==> src/rtl/id_stage_pipe_if.sv <==
// id_stage_pipe_if: bus bundle between IF/ID, the decode stage and EXE.
//   Upstream side : in_valid / in_ready / instruction, hazard_detected, flush
//   Writeback side: wb_write_en / wb_dest / wb_data
//   Downstream    : out_valid / out_ready plus the registered ID/EX fields
//   Status        : stall_cycles (saturating hazard-stall count)
// Modports: slave = decode stage view, master = surrounding pipeline view.
interface id_stage_pipe_if #(
  parameter int XLEN     = 32,
  parameter int NUM_REGS = 32,
  parameter int STALL_W  = 16
);
  localparam int RADDR_W = $clog2(NUM_REGS);

  logic               in_valid;
  logic               in_ready;
  logic [31:0]        instruction;
  logic               hazard_detected;
  logic               flush;
  logic               wb_write_en;
  logic [RADDR_W-1:0] wb_dest;
  logic [XLEN-1:0]    wb_data;
  logic               out_valid;
  logic               out_ready;
  logic [RADDR_W-1:0] dest, src1, src2;
  logic [XLEN-1:0]    val1, val2, reg2;
  logic [3:0]         exe_cmd;
  logic [1:0]         br_type;
  logic               mem_r_en, mem_w_en, wb_en, single_src, if_store_bne;
  logic [STALL_W-1:0] stall_cycles;

  modport slave (
    input  in_valid, instruction, hazard_detected, flush,
           wb_write_en, wb_dest, wb_data, out_ready,
    output in_ready, out_valid, dest, src1, src2, val1, val2, reg2,
           exe_cmd, br_type, mem_r_en, mem_w_en, wb_en, single_src,
           if_store_bne, stall_cycles
  );

  modport master (
    output in_valid, instruction, hazard_detected, flush,
           wb_write_en, wb_dest, wb_data, out_ready,
    input  in_ready, out_valid, dest, src1, src2, val1, val2, reg2,
           exe_cmd, br_type, mem_r_en, mem_w_en, wb_en, single_src,
           if_store_bne, stall_cycles
  );
endinterface

==> src/rtl/id_stage_pipe.sv <==
// id_stage_pipe: decode stage with integrated ID/EX register and valid/ready.
//   clk  : rising-edge clock
//   rst  : asynchronous active-low reset (clears outputs, counter, regfile)
//   bus  : id_stage_pipe_if.slave (handshake, writeback port, ID/EX fields)
// Optional feature: define ID_WB_BYPASS_EN to forward a same-cycle
// writeback into the operand read (index 0 still reads 0).
module id_stage_pipe #(
  parameter int XLEN     = 32,
  parameter int NUM_REGS = 32,
  parameter int STALL_W  = 16
) (
  input  logic            clk,
  input  logic            rst,
  id_stage_pipe_if.slave  bus
);
  localparam int RADDR_W = $clog2(NUM_REGS);

  typedef struct packed {
    logic [3:0] exe_cmd;
    logic [1:0] br_type;
    logic       mem_r_en;
    logic       mem_w_en;
    logic       wb_en;
    logic       single_src;
    logic       if_store_bne;
  } ctrl_t;

  logic [XLEN-1:0]    r_rf [NUM_REGS];
  logic               r_vld;
  ctrl_t              r_ctrl;
  logic [RADDR_W-1:0] r_dest, r_src1, r_src2;
  logic [XLEN-1:0]    r_val1, r_val2, r_reg2;
  logic [STALL_W-1:0] r_stall;

  logic [5:0]         w_op;
  logic [RADDR_W-1:0] w_rs, w_rt, w_rd;
  logic               w_is_imm;
  ctrl_t              w_ctrl;
  logic [XLEN-1:0]    w_rs_val, w_rt_val, w_sext;
  logic               w_ld;

  assign w_op   = bus.instruction[31:26];
  assign w_rs   = bus.instruction[21 +: RADDR_W];
  assign w_rt   = bus.instruction[16 +: RADDR_W];
  assign w_rd   = bus.instruction[11 +: RADDR_W];
  assign w_sext = XLEN'($signed(bus.instruction[15:0]));

  // Control unit: opcode -> execute command and side-band control bits.
  always_comb begin
    w_ctrl   = '0;
    w_is_imm = 1'b0;
    case (w_op)
      6'd1:  begin w_ctrl.exe_cmd = 4'b0000; w_ctrl.wb_en = 1'b1; end // ADD
      6'd3:  begin w_ctrl.exe_cmd = 4'b0010; w_ctrl.wb_en = 1'b1; end // SUB
      6'd5:  begin w_ctrl.exe_cmd = 4'b0100; w_ctrl.wb_en = 1'b1; end // AND
      6'd6:  begin w_ctrl.exe_cmd = 4'b0101; w_ctrl.wb_en = 1'b1; end // OR
      6'd7:  begin w_ctrl.exe_cmd = 4'b0110; w_ctrl.wb_en = 1'b1; end // NOR
      6'd8:  begin w_ctrl.exe_cmd = 4'b0111; w_ctrl.wb_en = 1'b1; end // XOR
      6'd9,
      6'd10: begin w_ctrl.exe_cmd = 4'b1000; w_ctrl.wb_en = 1'b1; end // SLA/SLL
      6'd11: begin w_ctrl.exe_cmd = 4'b1001; w_ctrl.wb_en = 1'b1; end // SRA
      6'd12: begin w_ctrl.exe_cmd = 4'b1010; w_ctrl.wb_en = 1'b1; end // SRL
      6'd32: begin w_ctrl.exe_cmd = 4'b0000; w_ctrl.wb_en = 1'b1; w_is_imm = 1'b1; end // ADDI
      6'd33: begin w_ctrl.exe_cmd = 4'b0010; w_ctrl.wb_en = 1'b1; w_is_imm = 1'b1; end // SUBI
      6'd36: begin // LD
        w_ctrl.mem_r_en = 1'b1; w_ctrl.wb_en = 1'b1; w_is_imm = 1'b1;
      end
      6'd37: begin // ST: rt carries the store data
        w_ctrl.mem_w_en = 1'b1; w_ctrl.if_store_bne = 1'b1; w_is_imm = 1'b1;
      end
      6'd40: begin w_ctrl.br_type = 2'b01; w_ctrl.single_src = 1'b1; w_is_imm = 1'b1; end // BEZ
      6'd41: begin w_ctrl.br_type = 2'b10; w_ctrl.if_store_bne = 1'b1; w_is_imm = 1'b1; end // BNE
      6'd42: begin w_ctrl.br_type = 2'b11; w_ctrl.single_src = 1'b1; w_is_imm = 1'b1; end // JMP
      default: ;
    endcase
  end

  // Operand read. r0 is forced to 0 even though writes to it are dropped,
  // so the bypass path can never leak wb_data for index 0.
`ifdef ID_WB_BYPASS_EN
  assign w_rs_val = (w_rs == '0) ? '0 :
                    (bus.wb_write_en && bus.wb_dest == w_rs) ? bus.wb_data : r_rf[w_rs];
  assign w_rt_val = (w_rt == '0) ? '0 :
                    (bus.wb_write_en && bus.wb_dest == w_rt) ? bus.wb_data : r_rf[w_rt];
`else
  assign w_rs_val = (w_rs == '0) ? '0 : r_rf[w_rs];
  assign w_rt_val = (w_rt == '0) ? '0 : r_rf[w_rt];
`endif

  always_ff @(posedge clk or negedge rst) begin
    if (!rst) begin
      for (int i = 0; i < NUM_REGS; i++) r_rf[i] <= '0;
    end else if (bus.wb_write_en && bus.wb_dest != '0) begin
      r_rf[bus.wb_dest] <= bus.wb_data;
    end
  end

  assign w_ld         = !r_vld || bus.out_ready;
  assign bus.in_ready = w_ld && !bus.hazard_detected && !bus.flush;

  // ID/EX register. Flush beats everything, including the stall count.
  always_ff @(posedge clk or negedge rst) begin
    if (!rst) begin
      r_vld   <= 1'b0;
      r_ctrl  <= '0;
      r_dest  <= '0;
      r_src1  <= '0;
      r_src2  <= '0;
      r_val1  <= '0;
      r_val2  <= '0;
      r_reg2  <= '0;
      r_stall <= '0;
    end else if (bus.flush) begin
      r_vld  <= 1'b0;
      r_ctrl <= '0;
    end else if (w_ld && bus.in_valid && bus.hazard_detected) begin
      r_vld  <= 1'b0;
      r_ctrl <= '0;
      if (r_stall != '1) r_stall <= r_stall + STALL_W'(1);
    end else if (w_ld && bus.in_valid) begin
      r_vld  <= 1'b1;
      r_ctrl <= w_ctrl;
      r_dest <= w_is_imm ? w_rt : w_rd;
      r_src1 <= w_rs;
      r_src2 <= w_is_imm ? '0 : w_rt;
      r_val1 <= w_rs_val;
      r_val2 <= w_is_imm ? w_sext : w_rt_val;
      r_reg2 <= w_rt_val;
    end else if (w_ld) begin
      r_vld <= 1'b0;
    end
  end

  assign bus.out_valid    = r_vld;
  assign bus.exe_cmd      = r_ctrl.exe_cmd;
  assign bus.br_type      = r_ctrl.br_type;
  assign bus.mem_r_en     = r_ctrl.mem_r_en;
  assign bus.mem_w_en     = r_ctrl.mem_w_en;
  assign bus.wb_en        = r_ctrl.wb_en;
  assign bus.single_src   = r_ctrl.single_src;
  assign bus.if_store_bne = r_ctrl.if_store_bne;
  assign bus.dest         = r_dest;
  assign bus.src1         = r_src1;
  assign bus.src2         = r_src2;
  assign bus.val1         = r_val1;
  assign bus.val2         = r_val2;
  assign bus.reg2         = r_reg2;
  assign bus.stall_cycles = r_stall;
endmodule
==> src/flat_wrapper.sv <==
// flat-port wrapper written by rule: the top's interface ports become plain ports
module id_stage_pipe_flat 
#(
  parameter int XLEN     = 32,
  parameter int NUM_REGS = 32,
  parameter int STALL_W  = 16
)
  (clk, rst, bus_in_valid, bus_instruction, bus_hazard_detected, bus_flush, bus_wb_write_en, bus_wb_dest, bus_wb_data, bus_out_ready, bus_in_ready, bus_out_valid, bus_dest, bus_src1, bus_src2, bus_val1, bus_val2, bus_reg2, bus_exe_cmd, bus_br_type, bus_mem_r_en, bus_mem_w_en, bus_wb_en, bus_single_src, bus_if_store_bne, bus_stall_cycles);
  id_stage_pipe_if #(.XLEN(XLEN), .NUM_REGS(NUM_REGS), .STALL_W(STALL_W)) bus_i ();
  input  logic clk;
  input  logic rst;
  input wire logic [$bits(bus_i.in_valid)-1:0] bus_in_valid;
  input wire logic [$bits(bus_i.instruction)-1:0] bus_instruction;
  input wire logic [$bits(bus_i.hazard_detected)-1:0] bus_hazard_detected;
  input wire logic [$bits(bus_i.flush)-1:0] bus_flush;
  input wire logic [$bits(bus_i.wb_write_en)-1:0] bus_wb_write_en;
  input wire logic [$bits(bus_i.wb_dest)-1:0] bus_wb_dest;
  input wire logic [$bits(bus_i.wb_data)-1:0] bus_wb_data;
  input wire logic [$bits(bus_i.out_ready)-1:0] bus_out_ready;
  output wire logic [$bits(bus_i.in_ready)-1:0] bus_in_ready;
  output wire logic [$bits(bus_i.out_valid)-1:0] bus_out_valid;
  output wire logic [$bits(bus_i.dest)-1:0] bus_dest;
  output wire logic [$bits(bus_i.src1)-1:0] bus_src1;
  output wire logic [$bits(bus_i.src2)-1:0] bus_src2;
  output wire logic [$bits(bus_i.val1)-1:0] bus_val1;
  output wire logic [$bits(bus_i.val2)-1:0] bus_val2;
  output wire logic [$bits(bus_i.reg2)-1:0] bus_reg2;
  output wire logic [$bits(bus_i.exe_cmd)-1:0] bus_exe_cmd;
  output wire logic [$bits(bus_i.br_type)-1:0] bus_br_type;
  output wire logic [$bits(bus_i.mem_r_en)-1:0] bus_mem_r_en;
  output wire logic [$bits(bus_i.mem_w_en)-1:0] bus_mem_w_en;
  output wire logic [$bits(bus_i.wb_en)-1:0] bus_wb_en;
  output wire logic [$bits(bus_i.single_src)-1:0] bus_single_src;
  output wire logic [$bits(bus_i.if_store_bne)-1:0] bus_if_store_bne;
  output wire logic [$bits(bus_i.stall_cycles)-1:0] bus_stall_cycles;
  assign bus_i.in_valid = bus_in_valid;
  assign bus_i.instruction = bus_instruction;
  assign bus_i.hazard_detected = bus_hazard_detected;
  assign bus_i.flush = bus_flush;
  assign bus_i.wb_write_en = bus_wb_write_en;
  assign bus_i.wb_dest = bus_wb_dest;
  assign bus_i.wb_data = bus_wb_data;
  assign bus_i.out_ready = bus_out_ready;
  assign bus_in_ready = bus_i.in_ready;
  assign bus_out_valid = bus_i.out_valid;
  assign bus_dest = bus_i.dest;
  assign bus_src1 = bus_i.src1;
  assign bus_src2 = bus_i.src2;
  assign bus_val1 = bus_i.val1;
  assign bus_val2 = bus_i.val2;
  assign bus_reg2 = bus_i.reg2;
  assign bus_exe_cmd = bus_i.exe_cmd;
  assign bus_br_type = bus_i.br_type;
  assign bus_mem_r_en = bus_i.mem_r_en;
  assign bus_mem_w_en = bus_i.mem_w_en;
  assign bus_wb_en = bus_i.wb_en;
  assign bus_single_src = bus_i.single_src;
  assign bus_if_store_bne = bus_i.if_store_bne;
  assign bus_stall_cycles = bus_i.stall_cycles;
  id_stage_pipe #(.XLEN(XLEN), .NUM_REGS(NUM_REGS), .STALL_W(STALL_W)) u_core (.clk(clk), .rst(rst), .bus(bus_i));
endmodule
==> config.mk <==
export PLATFORM = sky130hd
export DESIGN_NAME = id_stage_pipe_flat
export DESIGN_NICKNAME = d
export VERILOG_FILES = /design/src/rtl/id_stage_pipe_if.sv /design/src/rtl/id_stage_pipe.sv /design/src/flat_wrapper.sv
export SDC_FILE = /design/constraint.sdc
export NUM_CORES = 2
export LEC_CHECK = 0
export ABC_AREA = 1
export BUFFER_PORTS_ARGS = -buffer_cell sky130_fd_sc_hd__clkbuf_2
export CAP_MARGIN = 10
export CORE_ASPECT_RATIO = 0.9
export CORE_MARGIN = 2
export CORE_UTILIZATION = 34
export CTS_CLUSTER_DIAMETER = 80
export DETAILED_ROUTE_END_ITERATION = 7
export PLACE_DENSITY = 0.59
export REMOVE_ABC_BUFFERS = 1
export SLEW_MARGIN = 20
export SYNTH_ARGS = -nofsm -noshare
export SYNTH_HDL_FRONTEND = slang
export SYNTH_SLANG_ARGS = --single-unit
==> constraint.sdc <==
create_clock -name clk -period 2.15 [get_ports clk]
set_input_delay 0.1075 -clock clk [delete_from_list [all_inputs] [get_ports clk]]
set_output_delay 0.1075 -clock clk [all_outputs]
set_load 0.005 [all_outputs]
After elaboration in Yosys (flattened, before gate mapping)

Index checks and enable logic that the tools add are counted.

Add/subtract/negate cells: 1
Reductions and logical operators: 23
Muxes and demuxes: 29
Equal/unequal tests: 18
Order comparisons: 4
Bitwise gates (word level): 5

Operators by type and width:

| kind                                                       | number |
|---|---|
| bitwise mux 1024 bit                                       | 1 |
| binary-select mux 32 bit (select 5 bit)                    | 2 |
| 2-to-1 mux 32 bit                                          | 8 |
| demux 32 bit (select 5 bit)                                | 1 |
| == test 6 bit, second input constant                       | 7 |
| 2-to-1 mux 11 bit                                          | 3 |
| case mux 4 bit (8 select lines)                            | 1 |
| == test 6 x 4 -> 1 bit, second input constant              | 5 |
| == test 6 x 3 -> 1 bit, second input constant              | 3 |
| greater-or-equal comparator 6 bit, second input constant   | 3 |
| inverter 5 -> 6 bit                                        | 3 |
| adder 16 x 1 -> 16 bit, second input constant              | 1 |
| inequality test 16 bit, second input constant              | 1 |
| OR reduction 13 bit                                        | 1 |
| logical NOT 5 bit                                          | 2 |
| 2-to-1 mux 1 bit                                           | 10 |
| 2-to-1 mux 5 bit                                           | 2 |
| OR reduction 2 bit                                         | 4 |
| OR reduction 7 bit                                         | 1 |
| == test 6 x 1 -> 1 bit, second input constant              | 1 |
| == test 6 x 2 -> 1 bit, second input constant              | 1 |
| logical AND 1 bit                                          | 6 |
| less-than comparator 6 x 1 -> 1 bit, second input constant | 1 |
| case mux 2 bit (3 select lines)                            | 1 |
| 7 further kinds                                            | 11 |

Input bits: 76
Register bits after elaboration: 1163
Output and inout port bits: 140

Logic depth before layout (Yosys ltp)

Word-level depth: 6
Mapped depth: 14
Depth with buffers taken out: 11

Least setup slack after synthesis

Ideal clock, no wire load.

Kind: reg-to-reg
Start: register u_core.r_stall[0], in the netlist u_core.bus.stall_cycles[0]
End: register u_core.r_stall[10], in the netlist u_core.bus.stall_cycles[10]
Setup time: 117 ps
Required time: 2033 ps
Period minus slack after synthesis: 1803 ps
Path slack: 347 ps
Cell stages (with the launch flop): 10
Data arrival time: 1686 ps
Path through: dfrtp_1 -> ha_1 -> nand3_1 -> nor4_1 -> nand2_1 -> nand2_1 -> inv_1 -> clkbuf_1 -> nand2_1 -> nand2_1

Cells in the longest elaborated chain, start to end: 2
Elaborated cells between the ends (all ways): 3
Classes of those cells: add/sub (1); eq/ne (1); reduce/logical (1)

Ends and longest elaborated chain:

| element                                                        | line                 | RTL |
|---|---|---|
| start, declared                                                | id_stage_pipe.sv:33  | `logic [STALL_W-1:0] r_stall;` |
| start signal, assigned                                         | id_stage_pipe.sv:119 | `if (r_stall != '1) r_stall <= r_stall + STALL_W'(1);` |
| branches (longest 2 deep; another with adder 16 x 1 -> 16 bit) | n/a                  |  |

Parallel ways; which one is timed is not known.
A chain may end at the register's enable or synchronous reset.

Worst setup path after layout

Start: input bus_instruction[31]
End: register u_core.r_val2[6], in the netlist u_core.bus.val2[6]

Cells in the longest elaborated chain, start to end: 4
Elaborated cells between the ends (all ways): 10
Classes of those cells: eq/ne (7); mux (2); reduce/logical (1)

Ends and longest elaborated chain:

| element                                 | line                 | RTL |
|---|---|---|
| start, declared                         | flat_wrapper.sv:13   | `input wire logic [$bits(bus_i.instruction)-1:0] bus_instruction;` |
| == test 6 bit                           | id_stage_pipe.sv:52  | `case (w_op)` |
| OR reduction 7 bit (no source line) (*) | n/a                  |  |
| 2-to-1 mux 1 bit (*)                    | id_stage_pipe.sv:52  |  |
| 2-to-1 mux 32 bit (*)                   | id_stage_pipe.sv:127 | `r_val2 <= w_is_imm ? w_sext : w_rt_val;` |
| end signal, assigned                    | id_stage_pipe.sv:127 |  |
| end, declared                           | id_stage_pipe.sv:32  | `logic [XLEN-1:0] r_val1, r_val2, r_reg2;` |

Mark *: on every way between the ends. The rest lies on a longest branch, timed or not.

==> impl_metrics.tcl <==
set metrics [dict create \
    die_h_um 411 \
    period_needed_ns 2.02 \
    outcome "completed" \
    cts_buffers 137 \
    coreArea_sq_um 183000 \
    critPathRequiredTime_ns 2.82 \
    area_delta_synth_final_pct 17.2 \
    ys_types 35 \
    slew_violations 0 \
    critical_path_class "in2reg" \
    final_area_sq_um 73200 \
    fin_crit_sh 0.940 \
    grt_pass1_wl_mm 384 \
    drtPass1Iterations 7 \
    crit_fanout 9 \
    fin_worst_skew_ns 0.0313 \
    ys.flop_type "dfrtp_1" \
    clk_latency_ns 0.79 \
    drv_cap 0 \
    vias 62697 \
    htreeDepth 4 \
    io_pins 216 \
    ys_seq_area_frac 0.465 \
    setup_viol 0 \
    die_w_um 456 \
    synth_edf_count 0 \
    fin_util 0.400 \
    rows 149 \
    drtAntennaViolNets 0 \
    syn_area_sq_um 62500 \
    relSlewSlack 0.324 \
    arrival_ns 2.69 \
    initial_utilization 0.342 \
    ys_ff_latch 1162 \
    fillers 18609 \
    ys.warnings.count 0 \
    grt_pass1_vias 59231 \
    track_usage 0.270 \
    regArea_sq_um 29100 \
    rsz0062_at_grt "no" \
    hp-class "in2reg" \
    p_leak_nw 33.8 \
    root_buffer "clkbuf_16" \
    routed_wl_mm 258 \
    cellPowerDensity_nw_per_um2 909 \
    peakVddDrop_mv 0.866 \
    path_clk_slew_ns 0.05 \
    layout_commonest_cell "nand2_1" \
    portBuffers 215 \
    gp_congestion 0.874 \
    layout_setup_ws_ns 0.129 \
    place_area_sq_um 68000 \
    numClockSinks 1162 \
    final_cell_mix "2587 x nand2_1, 1425 x o21ai_0, 1162 x dfrtp_1, 649 x a21oi_1, 642 x nand3_1" \
    crit_path_start_kind "primary input" \
    via_per_inst 5.53 \
    overflow 0 \
    layout.nets 8897 \
    hpwl_mm 153 \
    tightest_slew_ns 1.01 \
    drt-initial-drc-count 8708 \
    wl_per_cell_um 22.8 \
    synth_area_per_cell_sq_um 7.08 \
    hold_violations 0 \
    multi_input_comb_area_sq_um 28400 \
    cts_tree "built" \
    fmax_ghz 0.495 \
    synth_cells 8825 \
    die_area_sq_um 187000 \
    cp-end-kind "flip-flop" \
    drive_gt1_frac 0.0913 \
    grt_start_max_net_pins 111 \
    dp_slack_ns -0.130 \
    antenna_found_initial 9 \
    async_reset_ff_frac 1.00 \
    drc 0 \
    clock_path_buffers 3 \
]
[flip-flops by register name (all words and copies together) (netlist names)]
| name | cells |
|---|---|
| u_core.bus.br_type | 2 |
| u_core.bus.dest | 5 |
| u_core.bus.exe_cmd | 4 |
| u_core.bus.if_store_bne | 1 |
| u_core.bus.mem_r_en | 1 |
| u_core.bus.mem_w_en | 1 |
| u_core.bus.out_valid | 1 |
| u_core.bus.reg2 | 32 |
| u_core.bus.src1 | 5 |
| u_core.bus.src2 | 5 |
| u_core.bus.stall_cycles | 16 |
| u_core.bus.val1 | 32 |
| u_core.bus.val2 | 32 |
| u_core.bus.wb_en | 1 |
| u_core.r_rf | 1024 |
[synthesized netlist by cell type (23+ instances only)]
cell,n,share of area
nand3_1,642,0.051
a21oi_1,649,0.052
dfrtp_1,1162,0.47
buf_1,50,0.0030
nor2_1,624,0.037
o21ai_0,1427,0.11
buf_2,35,0.0028
o22ai_1,32,0.0032
nand4_1,23,0.0023
inv_1,620,0.037
clkbuf_1,666,0.040
nand2_1,2600,0.16
o21a_1,31,0.0037
o211ai_1,155,0.019
[critical path, stage by stage]
cell and delay [ns]:
dlygate4sd3_1 0.52, clkbuf_2 0.11, nand2_1 0.07, dlygate4sd3_1 0.60
nor3_1 0.20, nand2_1 0.10, nand2_1 0.11, nor2_4 0.06
buf_12 0.16, buf_4 0.21, buf_4 0.17, nor2_1 0.08
nor2_1 0.04, nand2_1 0.08, nand2_1 0.04
[metal layers]
layer	track usage	routed length, um	vias to the layer above
met5	0	44	-
met4	0.123	12500	6
met3	0.0570	26700	671
met2	0.420	113000	3569
met1	0.361	106000	29788
li1	-	-	28663
[kinds of logic (layout without fill, tap and decap cells)]
family          after synthesis  count (layout)  share of synthesized area
other cells                   0               4                          0
buf+inv                    1385            1483                     0.0840
compound gates             2327            2327                      0.196
fa+ha+maj                     1               1                   0.000200
flops                      1162            1162                      0.465
simple gates               3935            3935                      0.253
xor+xnor                     15              15                    0.00210
[where the power goes]
part,total [mW],internal (mW),switching (mW)
logic,13.9,5.14,8.81
registers,29.5,26.5,2.95
clock network,23.2,13.3,9.84
total,66.6,45.0,21.6
[area by class of cell]
cell class | instances | area share
well taps | 2416 | 0.0413
repair inverters | 1 | 0.000103
repair buffers | 607 | 0.0809
multi-input cells | 6278 | 0.388
inverters | 633 | 0.0330
clock buffers | 208 | 0.0556
flip-flops and latches | 1162 | 0.397
diodes | 4 | 0.000137
clock inverters | 34 | 0.00405
[repair_timing]
item | CTS | global route
endpoints found under the hold margin | 1812 | 0
gates resized for setup | 0 | 9
buffers inserted | 0 | 2
setup endpoints to repair | 0 | 29
hold buffers | 79 | 0
[through the flow]
stage	std cells	setup TNS, ns	power, mW	hold WS (ns)
2_1_floorplan	8073	-736.34	37.4	-0.188
3_3_place_gp	11016	-3.38	42.9	0.0170
3_5_place_dp	11016	-2.38	43.4	0.0149
4_1_cts	11337	0	66.7	0.0000759
5_1_grt	11341	0	70.3	0.0284
6_report	11343	0	66.6	0.0479
[worst paths after layout]
| path | cells after the start | from | end | slack, ns |
|---|---|---|---|---|
| max in group asynchronous | 3 | rst | u_core.r_rf[883] | 0.63 |
| worst max register to register | 9 | u_core.bus.out_valid | u_core.bus.if_store_bne | 0.19 |
| min in group asynchronous | 3 | rst | u_core.bus.reg2[16] | 0.12 |
| worst max-delay path | 15 | bus_instruction[31] | u_core.bus.val2[6] | 0.13 |
| worst min register to register | 0 | u_core.r_rf[1016] | u_core.r_rf[1016] | 0.38 |
| worst min-delay path | 6 | bus_wb_dest[3] | u_core.r_rf[824] | 0.05 |
No activity file was read; power rests on OpenSTA's default activity.
